**src/rtl/ccr_unit.sv**
```systemverilog
// ccr_unit: 68000-style condition code register with condition evaluation
// and DBcc loop-counter handling.
//
// The CCR holds {X,N,Z,V,C}. It is written either directly (ccr_load) or
// from the ALU flags under a per-bit mask (flag_we). Each cycle a condition
// request may be issued; the result appears one cycle later, evaluated
// against the CCR value that was registered before the request edge.
//
// Ports
//   clk        rising-edge clock
//   reset      synchronous active-high reset
//   flag_we    latch ALU flags into CCR under flag_mask
//   flag_mask  per-flag update enable {X,N,Z,V,C}
//   c,z,v,n    ALU carry, zero, overflow, negative
//   ccr_load   direct CCR write, takes priority over flag_we
//   ccr_in     direct CCR write value {X,N,Z,V,C}
//   ccr        registered CCR {X,N,Z,V,C}
//   cond_req   condition-evaluation request
//   cond       68000 condition code (0..F)
//   dbcc       apply DBcc loop-counter semantics
//   count_in   DBcc counter operand
//   cond_ack   one-cycle result-valid pulse
//   taken      branch decision (held between results)
//   count_out  DBcc counter result (held between results)
module ccr_unit #(
  parameter int bits = 16
) (
  input  logic            clk,
  input  logic            reset,
  input  logic            flag_we,
  input  logic [4:0]      flag_mask,
  input  logic            c,
  input  logic            z,
  input  logic            v,
  input  logic            n,
  input  logic            ccr_load,
  input  logic [4:0]      ccr_in,
  output logic [4:0]      ccr,
  input  logic            cond_req,
  input  logic [3:0]      cond,
  input  logic            dbcc,
  input  logic [bits-1:0] count_in,
  output logic            cond_ack,
  output logic            taken,
  output logic [bits-1:0] count_out
);

  // CCR bit positions
  localparam int XB = 4;
  localparam int NB = 3;
  localparam int ZB = 2;
  localparam int VB = 1;
  localparam int CB = 0;

  // 68000 condition table evaluated against a CCR snapshot.
  function automatic logic eval_cond(input logic [3:0] cc, input logic [4:0] f);
    logic fn, fz, fv, fc;
    logic res;
    fn = f[NB];
    fz = f[ZB];
    fv = f[VB];
    fc = f[CB];
    case (cc)
      4'h0: res = 1'b1;
      4'h1: res = 1'b0;
      4'h2: res = ~fc & ~fz;
      4'h3: res = fc | fz;
      4'h4: res = ~fc;
      4'h5: res = fc;
      4'h6: res = ~fz;
      4'h7: res = fz;
      4'h8: res = ~fv;
      4'h9: res = fv;
      4'hA: res = ~fn;
      4'hB: res = fn;
      4'hC: res = (fn == fv);
      4'hD: res = (fn != fv);
      4'hE: res = ~fz & (fn == fv);
      default: res = fz | (fn != fv);
    endcase
    return res;
  endfunction

  // Counter decrement wraps modulo 2^bits; zero wraps to all-ones.
  function automatic logic [bits-1:0] dec_wrap(input logic [bits-1:0] x);
    return x - {{(bits-1){1'b0}}, 1'b1};
  endfunction

  // X mirrors the carry, so the ALU flag vector carries c twice.
  logic [4:0] alu_flags;
  logic [4:0] ccr_flag_next;
  logic       cond_true_p0;
  logic       taken_p0;
  logic [bits-1:0] count_p0;

  assign alu_flags     = {c, n, z, v, c};
  assign ccr_flag_next = (alu_flags & flag_mask) | (ccr & ~flag_mask);

  // Stage p0: combinational evaluation against the pre-edge CCR
  always_comb begin
    cond_true_p0 = eval_cond(cond, ccr);
    taken_p0     = cond_true_p0;
    count_p0     = count_in;
    if (dbcc) begin
      if (cond_true_p0) begin
        taken_p0 = 1'b0;
        count_p0 = count_in;
      end else begin
        count_p0 = dec_wrap(count_in);
        taken_p0 = (count_in != '0);
      end
    end
  end

  always_ff @(posedge clk) begin
    if (reset) begin
      ccr <= '0;
    end else if (ccr_load) begin
      ccr <= ccr_in;
    end else if (flag_we) begin
      ccr <= ccr_flag_next;
    end
  end

  // Stage p1: registered result; taken/count_out hold between requests
  always_ff @(posedge clk) begin
    if (reset) begin
      cond_ack  <= 1'b0;
      taken     <= 1'b0;
      count_out <= '0;
    end else begin
      cond_ack <= cond_req;
      if (cond_req) begin
        taken     <= taken_p0;
        count_out <= count_p0;
      end
    end
  end

endmodule

```
**config.mk**
```make
export PLATFORM = sky130hd
export DESIGN_NAME = ccr_unit
export DESIGN_NICKNAME = d
export VERILOG_FILES = /design/src/rtl/ccr_unit.sv
export SDC_FILE = /design/constraint.sdc
export NUM_CORES = 1
export LEC_CHECK = 0
export ABC_CLOCK_PERIOD_IN_PS = 1600
export CORE_UTILIZATION = 41
export CTS_CLUSTER_DIAMETER = 200
export DETAILED_ROUTE_END_ITERATION = 8
export PLACE_DENSITY = 0.74
export REMOVE_ABC_BUFFERS = 1
export SLEW_MARGIN = 15
export SYNTH_ARGS = -nofsm -noshare
export SYNTH_HDL_FRONTEND = slang
export SYNTH_SLANG_ARGS = --single-unit
```
**constraint.sdc**
```tcl
create_clock -name clk -period 1.6 [get_ports clk]
set_input_delay 0.16 -clock clk [delete_from_list [all_inputs] [get_ports clk]]
set_output_delay 0.16 -clock clk [all_outputs]
set_load 0.1 [all_outputs]
```
==> out/results.ini, run 1 <==
[min_path]
hold_end=count_out[10]
worstHoldStart=count_in[10]
min_path_cells=3
min_path_type=primary input to flip-flop

[place]
place_congestion=0.902
dp_slack_ns=-0.691
place_inst=383
dpl_cell_area_um2=3040
io_buffers=62
place_hpwl_um=4590

[cells_and_area]
diodes=0
fillCellCount=176
drive_gt1_share_pct=44.8
final_cells=403
syn_to_final_growth_pct=101
final_util_pct=86.6
design_area_um2=3510
final_nets=396

[power_and_ir_drop]
internal_power_w=0.00127
power.density_nw_per_um2=627
p_sw_share_pct=42.3
power_switching_w=0.000931
pwr-share-comb_pct=51.6
clockPowerShare_pct=17.6
pwr-share-seq_pct=30.8
ir_worst_vdd_mv=0.438
p_leak_nw=1.40

[grt]
grt_pass1_vias=2477
overflow=0
grt_antenna_before_repair=0
grt_usage_pct=34.1
met2_usage_pct=59.9
met3_usage_pct=6.08
met1_usage_pct=35.9
grt_max_degree=38
gr-max-usage-layer=met2
grt_pass1_wl_um=11400

[timing]
rsz0062_at_grt=true
slew_viol_final=0
min_period_ns=1.84
worst_slew_pin_slew_ns=0.549
fin_skew_ns=0.00256
worst_slew_margin_rel_pct=63.3
finalWorstSetupSlack_ns=-0.243
setup_viol=17
post-route-period-util_pct=115
tns_ns=-2.47
fmax_ghz=0.542
hold_viol=0

[status]
status=finished with violations
failed_checks=setup timing

[synth]
synth_top_area_share_pct=26.4
syn-instance-count=226
ys_warn_count=0
synth_area_leaders=dfxtp_1, o211ai_1, nand2_1
synth_seq_cells=23
synth_cell_type_count=55
syn_area_um2=1750
ys_async_sr_fraction_pct=0
synth_edf_count=0
avgSynthCellArea_um2=7.72
synth_area_leader_cell=dfxtp_1
yosysSeqAreaShare_pct=26.4
synth_flop_cell=dfxtp_1

[cts]
cts_made_buffers=3
cts_htree_levels=1
ctsLongestPathBuffers=2
tritoncts=done
clock-root-buffer=clkbuf_8
hold_buffers=0
clkTransAtPathRegs_ns=0.09
clock_sinks=23
clock_latency_ns=0.27

[route]
viasPerCell=6.57
final_antenna_net_count=0
vias=2649
first_iter_violations=263
wl_per_cell_um=22.1
drt-total-wl_um=8890
drt_pass1_iterations=5
drcViolationCount=0

[critical_path]
rrSetupSlack_ns=-0.24
crit_type=flip-flop to flip-flop
critPathCaptureType=flip-flop
ff2ff_path_depth=7
crit_path_start_kind=flip-flop
crit_arrival_ns=2.02
cp_max_fo=7
crit_required_ns=1.78
r2r_end=count_out[0]

[floorplan]
die_h_um=67.2
die_area_um2=4520
initial_core_util_pct=43.0
rows=23
core_um2=4060
ios=63
die_x_um=67.2

[run]
max_cap_violations=0

[layout make-up]
| class | instances | area, um2 | share of cell area, % |
|---|---|---|---|
| flip-flops and latches | 23 | 469 | 13.4 |
| repair buffers | 135 | 1400 | 39.8 |
| multi-input cells | 186 | 1520 | 43.2 |
| inverters | 5 | 18.8 | 0.534 |
| well taps | 50 | 62.6 | 1.78 |
| clock buffers | 4 | 45.0 | 1.28 |
[worst max path at each step]
stage                start            end  cells after the start
3_5_place_dp   count_in[6]  count_out[10]                      6
4_1_cts          flip-flop  count_out[12]                      6
6_report         flip-flop   count_out[0]                      7
5_1_grt          flip-flop   count_out[3]                      6
3_3_place_gp       cond[2]  count_out[11]                      6
2_1_floorplan    flip-flop  count_out[10]                      5
[Yosys cell counts (6+ instances only)]
library cell and n:
nor2_1 22, clkbuf_1 6, a21oi_1 16, nor3_1 6, nor4b_1 7, dfxtp_1 23, nand2b_1 7, o211ai_1 14
nand3_1 10, nand2_1 22
[metrics by stage]
stage / hold WS (ns) / total power (W)
after detailed placement: 0.507 / 0.00168
after global routing: 0.409 / 0.00227
after floorplan: 0.229 / 0.00117
after global placement: 0.495 / 0.00167
final: 0.394 / 0.00220
after CTS: 0.403 / 0.00209
[cell usage in the layout (no fill, tap or decap), drive strengths merged, types with 2 or more instances in the layout]
master | Yosys | final
clkdlybuf4s50 | 0 | 25
nor4 | 7 | 7
a22oi | 4 | 4
nand4 | 3 | 3
or2 | 2 | 2
nor2b | 2 | 2
nand2b | 7 | 7
nor4bb | 2 | 2
buf | 6 | 96
a211oi | 6 | 6
or3 | 4 | 4
nand3 | 10 | 10
and3 | 3 | 3
nor3 | 7 | 7
o211ai | 14 | 14
ha | 2 | 2
or4 | 3 | 3
a21oi | 16 | 16
nor4b | 7 | 7
o211a | 2 | 2
and2 | 2 | 2
o21ai | 5 | 5
inv | 5 | 5
o221ai | 3 | 3
clkbuf | 6 | 5
a311o | 3 | 3
nor2 | 23 | 23
and4bb | 2 | 2
nor3b | 2 | 2
dlygate4sd2 | 0 | 12
mux2i | 4 | 4
a2111oi | 3 | 3
nand2 | 22 | 22
dfxtp | 23 | 23
and4 | 2 | 2
[kinds of logic (layout without fill, tap and decap cells)]
group                      count (synthesis)  count (layout)  share of synthesized area (%)
adders and majority gates                  2               2                           1.43
xor gates and xnor gates                   1               1                          0.502
muxes                                      4               4                           2.29
buffers and inverters                     17             144                           3.87
DFF                                       23              23                           26.4
AOI/OAI and AO/OA                         67              67                           28.7
and+or+nand+nor                          112             112                           36.8
[critical path: stages (launching register included)]
cell and delay, ns:
dfxtp_4 0.42, a211oi_4 0.09, nor3_2 0.27, buf_4 0.20, o211ai_1 0.15, buf_4 0.19, and4_1 0.18, a2111oi_2 0.26
[what timing repair did]
item | in CTS | in global routing
pin swaps | 36 | 28
setup endpoints to repair | 17 | 17
buffers inserted | 7 | 9
gates resized for setup | 70 | 19
[layer usage]
| metal | part of all wire, % | up-vias |
|---|---|---|
| met2 | 49 | 232 |
| met3 | 9.8 | 81 |
| met5 | 0 | - |
| met1 | 34 | 1207 |
| li1 | - | 1129 |
| met4 | 7.1 | 0 |
[power by group through the flow]
stage | combinational (W) | clock [W] | sequential [W]
2_1_floorplan | 0.000174 | 0 | 0.000994
3_3_place_gp | 0.000984 | 0 | 0.000683
3_5_place_dp | 0.000996 | 0 | 0.000684
4_1_cts | 0.00105 | 0.000374 | 0.000672
5_1_grt | 0.00117 | 0.000417 | 0.000680
6_report | 0.00113 | 0.000388 | 0.000678
Note: power is estimated with default switching activity, not from simulation.
==> run 2, diff against run 1 <==
Settings changed: CORE_MARGIN set to 1.5.
==> out/results.ini, run 2 (same netlist as run 1, synthesis figures left out) <==
[critical_path]
slowest_delay_ns=0.41  ; about the same
crit_type=flip-flop to flip-flop
crit_buf_inv=1  ; -1
path_cells=a211oi_4, or3_4, a211oi_4, buf_6, nor3_2, nor3_1
cp_max_fo=7  ; unchanged
slowest_stage=dfxtp_4
crit_family=simple AND/OR/NAND/NOR gates
r2r_end=count_out[7]
rrSetupSlack_ns=-0.22  ; +0.03 ns
cp_common_cell=a211oi_4
ff2ff_path_depth=6  ; -1
crit_required_ns=1.78  ; about the same
crit_path_start_kind=flip-flop
crit_arrival_ns=2.00  ; -0.02 ns
critPathCaptureType=flip-flop

[timing]
rsz0062_at_grt=true
fin_skew_ns=0.00564  ; +0.00308 ns
slew_viol_final=0  ; unchanged
min_period_ns=1.82  ; -0.0269 ns
worst_slew_margin_rel_pct=66.8  ; +3.5 points
finalWorstSetupSlack_ns=-0.217  ; +0.0269 ns
hold_viol=0  ; unchanged
post-route-period-util_pct=114  ; -1.7 points
fmax_ghz=0.551  ; +1.5%
tns_ns=-2.05  ; +0.419 ns
setup_viol=17  ; unchanged
worst_slew_pin_slew_ns=0.492  ; -0.0571 ns

[status]
status=finished with violations
failed_checks=setup timing

[grt]
overflow=0  ; unchanged
grt_max_degree=40  ; +5.3%
grt_antenna_before_repair=0  ; unchanged
grt_pass1_wl_um=11900  ; +3.8%
grt_pass1_vias=2403  ; -3.0%
grt_usage_pct=34.7  ; +0.56 points

[route]
wl_per_cell_um=20.8  ; -5.5%
vias=2561  ; -3.3%
wl_met3_um=678  ; -22%
top_layer_used=met4
viasPerCell=6.42  ; -2.4%
met2_length_um=3980  ; -8.7%
first_iter_violations=253  ; -3.8%
final_antenna_net_count=0  ; unchanged
drt_pass1_iterations=5  ; unchanged
drcViolationCount=0  ; unchanged
drt-total-wl_um=8310  ; -6.5%
met1_length_um=3170  ; +4.4%

[place]
place_hpwl_um=4550  ; -0.88%
place_inst=380  ; -0.78%
io_buffers=62  ; unchanged
place_congestion=0.920  ; +2.0%
dp_slack_ns=-0.643  ; +0.0479 ns
dpl_cell_area_um2=3020  ; -0.74%

[cells_and_area]
final_util_pct=87.0  ; +0.40 points
final_cells=399  ; -0.99%
syn_to_final_growth_pct=102
diodes=0  ; unchanged
design_area_um2=3530  ; +0.46%
mostFrequentLayoutCells=buf_4, clkdlybuf4s50_1, buf_12, nand2_1, nor2_1
fillCellCount=187  ; +6.3%
final_common_cell=buf_4
final_nets=392  ; -1.0%
drive_gt1_share_pct=44.7  ; -0.060 points

[power_and_ir_drop]
ir_worst_vdd_mv=0.548  ; +25%
p_sw_share_pct=42.0  ; -0.27 points
power.density_nw_per_um2=619  ; -1.2%
power_switching_w=0.000919  ; -1.3%
pwr-share-comb_pct=51.4  ; -0.2 points
internal_power_w=0.00127  ; -0.26%
pwr-share-seq_pct=31.0  ; +0.2 points
clockPowerShare_pct=17.6  ; about the same
p_leak_nw=1.42  ; +1.1%

[min_path]
min_path_type=primary input to flip-flop
min_path_cells=5  ; +2
hold_end=count_out[2]
worstHoldStart=count_in[2]

[floorplan]
rows=23  ; unchanged
die_area_um2=4660  ; +3.0%
ios=63  ; unchanged
initial_core_util_pct=43.0  ; unchanged
die_h_um=68.2  ; +1.5%
die_x_um=68.2  ; +1.5%
core_um2=4060  ; unchanged

[cts]
clock-root-buffer=clkbuf_8
ctsLongestPathBuffers=2  ; unchanged
clock_sinks=23  ; unchanged
clkTransAtPathRegs_ns=0.09  ; about the same
clock_latency_ns=0.27  ; about the same
cts_htree_levels=1  ; unchanged
cts_made_buffers=3  ; unchanged
tritoncts=done
hold_buffers=0  ; unchanged

[run]
max_cap_violations=0  ; unchanged

-- run 2: worst max-delay path by stage --
stage / endpoint / depth (start not counted) / start
global placement: count_out[11] / 6 / cond[2]
finish: count_out[7] / 6 / flip-flop
global route: count_out[12] / 7 / flip-flop
detailed placement: count_out[11] / 6 / cond[2]
CTS: count_out[13] / 7 / flip-flop
floorplan: count_out[10] / 5 / flip-flop
-- run 2: layout make-up --
cell class	count	area, um2	share of cell area, %
Multi-Input combinational cell	186	1550	43.9
Timing Repair Buffer	131	1380	39.1
Sequential cell	23	472	13.4
Tap cell	50	62.6	1.77
Clock buffer	4	45.0	1.28
Inverter	5	18.8	0.532
-- run 2: stage by stage --
stage | hold WS [ns] | power [W]
floorplan | 0.229 | 0.00117
global placement | 0.499 | 0.00166
detailed placement | 0.492 | 0.00167
CTS | 0.443 | 0.00209
global route | 0.422 | 0.00225
finish | 0.372 | 0.00219
-- run 2: repair_timing --
| action | 4_1_cts | 5_1_grt |
|---|---|---|
| gates resized for setup | 71 | 28 |
| endpoints found under the setup margin | 17 | 17 |
| hold endpoints to repair | 0 | 0 |
| pin swaps | 30 | 33 |
| setup buffers | 9 | 6 |
-- run 2: power by group through the flow --
stage / Combinational [W] / Sequential [W] / Clock (W)
finish: 0.00112 / 0.000676 / 0.000385
floorplan: 0.000174 / 0.000994 / 0
global route: 0.00117 / 0.000681 / 0.000398
detailed placement: 0.000990 / 0.000685 / 0
global placement: 0.000978 / 0.000683 / 0
CTS: 0.00104 / 0.000672 / 0.000381
-- run 2: tightest hold or removal path: stages --
cell            delay [ns]
dlymetal6s2s_1        0.12
buf_6                 0.14
nor4bb_1              0.05
o21ai_0               0.07
nand3_1               0.07
-- run 2: routing by layer --
layer	vias to the layer above	track usage (%)
li1	1117	-
met1	1204	40.8
met2	178	60.7
met3	62	6.25
met4	0	16.0
met5	-	0
==> run 3, diff against run 2 <==
Settings changed: CTS_BUF_LIST set to sky130_fd_sc_hd__clkbuf_16, HOLD_SLACK_MARGIN set to 0.1, REMOVE_ABC_BUFFERS 1 to unset.
==> out/results.ini, run 3 (same netlist as run 1, synthesis figures left out) <==
[status]
status=finished with violations
failed_checks=setup timing

[timing]
tns_ns=-1.76  ; +0.288 ns
hold_slack_ns=0.305  ; -0.0677 ns
setup_viol=16  ; -1
fmax_ghz=0.531  ; -3.6%
finalWorstSetupSlack_ns=-0.284  ; -0.0673 ns
worst_slew_margin_rel_pct=67.6  ; +0.82 points
fin_skew_ns=0.00167  ; -0.00397 ns
worst_slew_pin_slew_ns=0.482  ; -0.00977 ns
slew_viol_final=0  ; unchanged
post-route-period-util_pct=118  ; +4.2 points
hold_viol=0  ; unchanged
rsz0062_at_grt=true
min_period_ns=1.88  ; +0.0673 ns

[cells_and_area]
final_nets=391  ; -0.26%
diodes=0  ; unchanged
mostFrequentLayoutCells=buf_4, clkdlybuf4s50_1, buf_12, nand2_1, nor2_1
syn_to_final_growth_pct=103
final_common_cell=buf_4
design_area_um2=3540  ; +0.43%
drive_gt1_share_pct=43.1  ; -1.6 points
multi_input_area_um2=1520  ; -1.6%
fillCellCount=196  ; +4.8%
seq_area_um2=475  ; +0.80%

[critical_path]
rrSetupSlack_ns=-0.28  ; -0.07 ns
crit_type=flip-flop to flip-flop
crit_arrival_ns=2.06  ; +0.06 ns
ff2ff_path_depth=5  ; -1
crit_required_ns=1.77  ; about the same
crit_path_start_kind=flip-flop
slowest_stage=nor4b_4
crit_buf_inv=0  ; -1
path_cells=and4bb_2, nor4b_4, nand4_1, and4b_1, nor4_2
critPathCaptureType=flip-flop
crit_family=simple AND/OR/NAND/NOR gates
cp_max_fo=4  ; -3
slowest_delay_ns=0.39  ; -0.02 ns
r2r_end=count_out[11]

[min_path]
min_path_cells=3  ; -2
min_path_type=primary input to flip-flop
worstHoldStart=count_in[10]
hold_end=count_out[10]

[grt]
overflow=0  ; unchanged
grt_max_degree=33  ; -18%
grt_pass1_vias=2475  ; +3.0%
gr-max-usage-layer=met2
met3_usage_pct=7.40  ; +1.2 points
grt_antenna_before_repair=0  ; unchanged
grt_usage_pct=33.7  ; -1.0 points
grt_pass1_wl_um=11800  ; -0.69%
met2_usage_pct=59.3  ; -1.3 points
met1_usage_pct=37.3  ; -3.5 points

[place]
place_congestion=0.960  ; +4.4%
place_hpwl_um=4660  ; +2.6%
io_buffers=62  ; unchanged
dpl_cell_area_um2=3060  ; +1.5%

[power_and_ir_drop]
ir_worst_vdd_mv=0.611  ; +12%
power.density_nw_per_um2=667  ; +7.7%
p_leak_nw=1.43  ; +1.2%

[floorplan]
core_um2=4060  ; unchanged
die_x_um=68.2  ; unchanged
rows=23  ; unchanged
die_area_um2=4660  ; unchanged
initial_core_util_pct=43.0  ; unchanged
die_h_um=68.2  ; unchanged
ios=63  ; unchanged

[route]
vias=2546  ; -0.59%
drt_pass1_iterations=5  ; unchanged
first_iter_violations=322  ; +27%
wl_per_cell_um=21.4  ; +2.7%
viasPerCell=6.40  ; -0.34%
final_antenna_net_count=0  ; unchanged
drcViolationCount=0  ; unchanged
drt-total-wl_um=8520  ; +2.5%

[cts]
tritoncts=done
ctsLongestPathBuffers=2  ; unchanged
clock-root-buffer=clkbuf_16
clkTransAtPathRegs_ns=0.06  ; -0.03 ns
clock_sinks=23  ; unchanged
clock_latency_ns=0.26  ; about the same
cts_htree_levels=1  ; unchanged
hold_buffers=0  ; unchanged
cts_made_buffers=3  ; unchanged

[synth]
synth_nets=268

[run]
max_cap_violations=0  ; unchanged

## run 3: layer usage
| layer | vias to the layer above | share of wire [%] |
|---|---|---|
| met1 | 1173 | 36 |
| met2 | 192 | 49 |
| met4 | 0 | 5.3 |
| li1 | 1128 | - |
| met5 | - | 0 |
| met3 | 53 | 9.4 |
## run 3: worst reg2reg max path: cells and delay by family (launching register included)
kind / cells / cell delay, ns
AND/OR/NAND/NOR: 5 / 1.45
flip-flops: 1 / 0.36
## run 3: worst max-delay path by stage
stage | start | end | slack, ns | depth (start not counted)
2_1_floorplan | flip-flop | count_out[2] | -0.22 | 6
5_1_grt | flip-flop | count_out[11] | -0.31 | 5
6_report | flip-flop | count_out[11] | -0.28 | 5
4_1_cts | flip-flop | count_out[10] | -0.12 | 5
3_3_place_gp | cond[3] | count_out[10] | -0.62 | 7
3_5_place_dp | cond[3] | count_out[10] | -0.65 | 7
## run 3: report_power, final
group          internal [W]  switching (W)
Sequential         0.000618      0.0000600
Combinational      0.000470       0.000652
Clock              0.000337       0.000226
Total               0.00143       0.000939
## run 3: metrics by stage
step	utilization [%]	setup WS, ns	total power, W	cells
2_1_floorplan	-	-0.222	0.00120	226
3_3_place_gp	75.4	-0.622	0.00167	379
3_5_place_dp	75.4	-0.655	0.00168	379
4_1_cts	83.1	-0.120	0.00227	392
5_1_grt	87.3	-0.307	0.00243	398
6_report	87.3	-0.284	0.00236	398
## run 3: cell type report
cell class	count	share of cell area (%)
multi-input combinational	186	43.0
timing repair buffer	130	39.0
sequential	23	13.4
clock buffer	3	2.12
tap	50	1.77
inverter	5	0.530
clock inverter	1	0.141
## run 3: timing repair
action | in CTS | in global routing
endpoints found under the setup margin | 17 | 17
buffers inserted | 9 | 6
resized for setup | 49 | 30
pin swaps | 39 | 23
